==> src/rtl/uart_rx_cfg.sv <==
// uart_rx_cfg: oversampling UART receiver with a one-word ready/valid holding register.
// Define UART_RX_PARITY_EN to add a parity bit after the data bits.
module uart_rx_cfg #(
   parameter int CLOCK_RATE = 100000000,
   parameter int BAUD_HEDEF = 115200,
   parameter int OVERSAMPLE = 16,
   parameter int DATA_BITS  = 8,
   parameter int STOP_BITS  = 1,
   parameter int PARITY_ODD = 0
) (
   input  logic                 clk,
   input  logic                 rst_n,
   input  logic                 rx_i,
   input  logic                 rx_ready,
   output logic [DATA_BITS-1:0] rx_out,
   output logic                 rx_valid,
   output logic                 rx_done,
   output logic                 frame_err,
   output logic                 parity_err,
   output logic                 overrun_err
);
   localparam int DIV = CLOCK_RATE / (BAUD_HEDEF * OVERSAMPLE);
   localparam int DW  = $clog2(DIV + 1);
   localparam int TW  = $clog2(OVERSAMPLE + 1);
   localparam int BW  = $clog2(DATA_BITS + 1);
   localparam logic [DW-1:0] DIV_LAST  = DW'(DIV - 1);
   localparam logic [TW-1:0] HALF_LAST = TW'(OVERSAMPLE / 2 - 1);
   localparam logic [TW-1:0] FULL_LAST = TW'(OVERSAMPLE - 1);
   localparam logic [BW-1:0] DATA_LAST = BW'(DATA_BITS - 1);
   localparam logic [BW-1:0] STOP_LAST = BW'(STOP_BITS - 1);

`ifdef UART_RX_PARITY_EN
   typedef enum logic [2:0] {S_IDLE, S_START, S_DATA, S_PARITY, S_STOP, S_WAIT_HIGH} state_t;
   localparam state_t S_AFTER_DATA = S_PARITY;
`else
   typedef enum logic [2:0] {S_IDLE, S_START, S_DATA, S_STOP, S_WAIT_HIGH} state_t;
   localparam state_t S_AFTER_DATA = S_STOP;
`endif

   state_t               r_state, w_next;
   logic [1:0]           r_sync;
   logic [DW-1:0]        r_div;
   logic [TW-1:0]        r_tcnt;
   logic [BW-1:0]        r_bcnt;
   logic [DATA_BITS-1:0] r_shift;
   logic                 r_ferr;
   logic                 w_rx, w_tick, w_sample, w_last_stop, w_halt;

   assign w_rx        = r_sync[1];
   assign w_halt      = (r_state == S_IDLE) || (r_state == S_WAIT_HIGH);
   assign w_tick      = (r_div == DIV_LAST);
   assign w_sample    = w_tick && (r_tcnt == ((r_state == S_START) ? HALF_LAST : FULL_LAST));
   assign w_last_stop = (r_state == S_STOP) && w_sample && (r_bcnt == STOP_LAST);

   always_ff @(posedge clk or negedge rst_n)
      if (!rst_n) r_state <= S_IDLE;
      else        r_state <= w_next;

   always_comb begin
      w_next = r_state;
      case (r_state)
         S_IDLE:      w_next = w_rx ? S_IDLE : S_START;
         S_START:     w_next = !w_sample ? S_START : (w_rx ? S_IDLE : S_DATA);
         S_DATA:      w_next = (w_sample && r_bcnt == DATA_LAST) ? S_AFTER_DATA : S_DATA;
`ifdef UART_RX_PARITY_EN
         S_PARITY:    w_next = w_sample ? S_STOP : S_PARITY;
`endif
         S_STOP:      w_next = !w_last_stop ? S_STOP : ((r_ferr || !w_rx) ? S_WAIT_HIGH : S_IDLE);
         S_WAIT_HIGH: w_next = w_rx ? S_IDLE : S_WAIT_HIGH;
         default:     w_next = S_IDLE;
      endcase
   end

   always_ff @(posedge clk or negedge rst_n)
      if (!rst_n) begin
         r_sync      <= 2'b11;
         r_div       <= '0;
         r_tcnt      <= '0;
         r_bcnt      <= '0;
         r_shift     <= '0;
         r_ferr      <= 1'b0;
         rx_out      <= '0;
         rx_valid    <= 1'b0;
         rx_done     <= 1'b0;
         frame_err   <= 1'b0;
         overrun_err <= 1'b0;
      end else begin
         r_sync      <= {r_sync[0], rx_i};
         // Divider held at 0 while idle so the first tick is phase-locked to the start edge
         r_div       <= (w_halt || w_tick) ? '0 : r_div + 1'b1;
         r_tcnt      <= (w_halt || w_sample) ? '0 : (w_tick ? r_tcnt + 1'b1 : r_tcnt);
         r_bcnt      <= (r_state != w_next) ? '0 : (w_sample ? r_bcnt + 1'b1 : r_bcnt);
         r_shift     <= (r_state == S_DATA && w_sample) ? {w_rx, r_shift[DATA_BITS-1:1]} : r_shift;
         r_ferr      <= (r_state == S_START) ? 1'b0 : ((r_state == S_STOP && w_sample && !w_rx) ? 1'b1 : r_ferr);
         rx_done     <= w_last_stop;
         frame_err   <= w_last_stop ? (r_ferr || !w_rx) : frame_err;
         overrun_err <= w_last_stop && rx_valid && !rx_ready;
         rx_out      <= (w_last_stop && (!rx_valid || rx_ready)) ? r_shift : rx_out;
         rx_valid    <= w_last_stop ? 1'b1 : (rx_ready ? 1'b0 : rx_valid);
      end

`ifdef UART_RX_PARITY_EN
   logic r_par;
   always_ff @(posedge clk or negedge rst_n)
      if (!rst_n) begin
         r_par      <= 1'b0;
         parity_err <= 1'b0;
      end else begin
         r_par      <= (r_state == S_START) ? 1'b0 :
                       ((w_sample && (r_state == S_DATA || r_state == S_PARITY)) ? r_par ^ w_rx : r_par);
         parity_err <= w_last_stop ? (r_par != 1'(PARITY_ODD)) : parity_err;
      end
`else
   assign parity_err = 1'b0 & 1'(PARITY_ODD);
`endif
endmodule

==> config.mk <==
export PLATFORM = sky130hd
export DESIGN_NAME = uart_rx_cfg
export DESIGN_NICKNAME = d
export VERILOG_FILES = /design/src/rtl/uart_rx_cfg.sv
export SDC_FILE = /design/constraint.sdc
export NUM_CORES = 1
export LEC_CHECK = 0
export CAP_MARGIN = 10
export CORE_ASPECT_RATIO = 1.1
export CORE_MARGIN = 2
export CORE_UTILIZATION = 55
export CTS_CLUSTER_SIZE = 16
export DETAILED_ROUTE_END_ITERATION = 8
export DONT_BUFFER_PORTS = 1
export PLACE_DENSITY = 0.79
export SKIP_LAST_GASP = 1
export SYNTH_ARGS = -nofsm -noshare
export SYNTH_HDL_FRONTEND = slang
export SYNTH_SLANG_ARGS = --single-unit
==> constraint.sdc <==
create_clock -name clk -period 2.12 [get_ports clk]
set_clock_uncertainty 0.1 [all_clocks]
set_input_delay 0.424 -clock clk [delete_from_list [all_inputs] [get_ports clk]]
set_output_delay 0.424 -clock clk [all_outputs]
set_load 0.05 [all_outputs]
==> results.md <==
* Largest net degree at the start of global routing at 42
* CP arrival at 2.14 ns
* Register area share after synthesis at 0.546
* Hold Crit Class: in2reg
* Final Wtd Congestion at 0.843
* PD cells at 601 nW/um^2
* Hold Violations, Final at 0
* Latest clock arrival within the worst-skew pair at 0.33 ns
* Async SR Flop Fraction at 1.00
* Remaining antenna violation count at 0
* Initial Util at 0.570
* Iter 0 DRT Violations at 82
* Via Count at 1,245
* Row count at 22
* Post-synthesis simple-gate area fraction at 0.179
* Io pins at 17
* Startpoint types: flip-flop
* Grt total ovfl at 0
* Top post-synthesis cells by area: dfrtp_1, mux2_2, nor2_1
* Post-synthesis compound-gate area fraction at 0.0591
* Core area at 3300 um^2
* Status: finished clean
* Largest family of logic cells by synthesized area: simple AND/OR/NAND/NOR gates
* Worst Setup End Kind: flip-flop
* Post-DP HPWL at 2340 um
* Port bufs at 0
* CTS tree: yes
* Fin crit period at 2.02 ns
* # DRC at 0
* Nets at 191
* Average footprint of a synthesized cell at 11.6 um^2
* # setup viols final at 0
* Synth Area in Adders at 0.0332
* Sinks on the clock net at 41
* Die Area at 3910 um^2
* Clock Path Buffers at 2
* Post-synthesis mux area share at 0.0957
* Layout cells sized above 1 at 0.264
* Synth Area in XOR/XNOR at 0.0551
* RSZ-0062 raised after global routing: false
* Setup_tns at 0 ns
* Pins over their slew limit at 0
* WP data required at 2.24 ns
* Post-synth cell types at 38
* Synth warnings at 0
* Max Cap Viol at 0
* Clock transition at path regs at 0.12 ns
* Top-area cell type share of the netlist area at 0.518
* Via density at 5.71
* Cell with the most instances after synthesis: dfrtp_1
* Final Cycle Share at 0.953
* CTS root buf: clkbuf_4
* Die Span X at 59.8 um
* Initial DRT Pass Iterations at 4
* Number of buffers created by CTS at 5
* Top cells by count, synth: dfrtp_1, nor2_1, mux2_2, nand2_1, nor3_1
* Worst hold slack at 0.205 ns
* Htree depth at 2
* Number of enable flip-flop cells after synthesis at 0
* Leak Pwr at 1.01 nW
* Final WL at 3290 um
* Area leader, netlist: dfrtp_1
* Peak supply drop at 0.343 mV
* Antenna violations before repair at 0
* Ys flop type: dfrtp_1
* Vias in the first global route at 1,304
* Fmax at 495 MHz
* Post-Syn Area at 1880 um^2
* Critical setup path kind: reg2reg
* Mapped Nets at 172
* Layout area overhead at 13.8%
* First-pass GRT wire length at 5800 um
* Final Util at 0.648
* GR Util All Layers at 0.198
* Die Ht at 65.4 um
* DR WL/cell at 15.1 um
* Inserted Diodes at 0
* Yosys reg bits at 41
* Area after DPL at 1990 um^2
* Mapped Cells at 163
* CP Max Fanout at 8
* Final instance area at 2140 um^2
-- registers in the layout (all words and copies together) (netlist names) --
register,cells
frame_err,1
overrun_err,1
r_bcnt,4
r_div,6
r_ferr,1
r_shift,8
r_state,3
r_sync,2
r_tcnt,5
rx_done,1
rx_out,8
rx_valid,1
-- kinds of logic after synthesis --
logic type                 count (synthesis)
AOI/OAI and AO/OA                         19
xor gates and xnor gates                  11
adders and majority gates                  5
buffers and inverters                     12
DFF                                       41
muxes                                     16
other                                      1
and+or+nand+nor                           58
-- through the flow --
step	cells	setup slack [ns]	total power, W
final	218	0.100	0.00129
after global routing	218	0.00736	0.00134
after CTS	217	0.0233	0.00130
after detailed placement	207	0.0369	0.000808
after global placement	207	0.123	0.000808
after floorplan	163	0.0399	0.000809
-- critical path: stages (launching register included) --
cell	delay, ns
dfrtp_1	0.42
inv_1	0.11
ha_4	0.16
nand4_4	0.11
or2_4	0.30
nor4_4	0.23
buf_6	0.17
mux2_2	0.33
-- layout by cell type, fill, tap and decap left out, types with 5 or more instances in the layout --
| cell | synthesis | final |
|---|---|---|
| a21oi_1 | 6 | 6 |
| buf_4 | 1 | 12 |
| clkbuf_4 | 0 | 5 |
| dfrtp_1 | 39 | 39 |
| inv_1 | 7 | 7 |
| mux2_2 | 16 | 16 |
| nand2_1 | 10 | 9 |
| nor2_1 | 18 | 18 |
| nor3_1 | 8 | 8 |
| xnor2_1 | 6 | 6 |
-- final cells by class --
cell class                 count  area [um^2]
fill                         266         1160
sequential                    41         1030
multi-input combinational    110          825
timing repair buffer          16          141
tap                           36         45.0
clock buffer                   5         37.5
clock inverter                 2         35.0
inverter                       8         30.0
-- power breakdown --
group / total, W / switching, W / internal [W]
clock network: 0.000472 / 0.000232 / 0.000240
logic: 0.0000275 / 0.0000198 / 0.00000764
registers: 0.000787 / 0.00000216 / 0.000785
-- what timing repair did --
item | 4_1_cts | 5_1_grt
gates resized for setup | 0 | 6
buffers inserted | 0 | 1
setup endpoints to repair | 0 | 17
hold endpoints to repair | 42 | 0
hold buffers | 3 | 0
-- path summary, 6_finish.rpt --
path	start	end	slack (ns)	cells past startpoint
setup / recovery	r_div[1]	r_shift[0]	0.10	7
hold / removal	rx_ready	overrun_err	0.21	2
setup reg to reg	r_div[1]	r_shift[0]	0.10	7
hold reg to reg	r_sync[0]	r_sync[1]	0.26	0
max in group asynchronous	rst_n	r_sync[0]	1.21	2
min in group asynchronous	rst_n	r_bcnt[3]	0.44	2
-- per-layer routing --
layer,global-route usage,share of wire
met2,0.323,0.52
met1,0.242,0.41
met5,0,0
met3,0.0650,0.058
met4,0.0694,0.0076
Note: power is estimated with default switching activity, not from simulation.
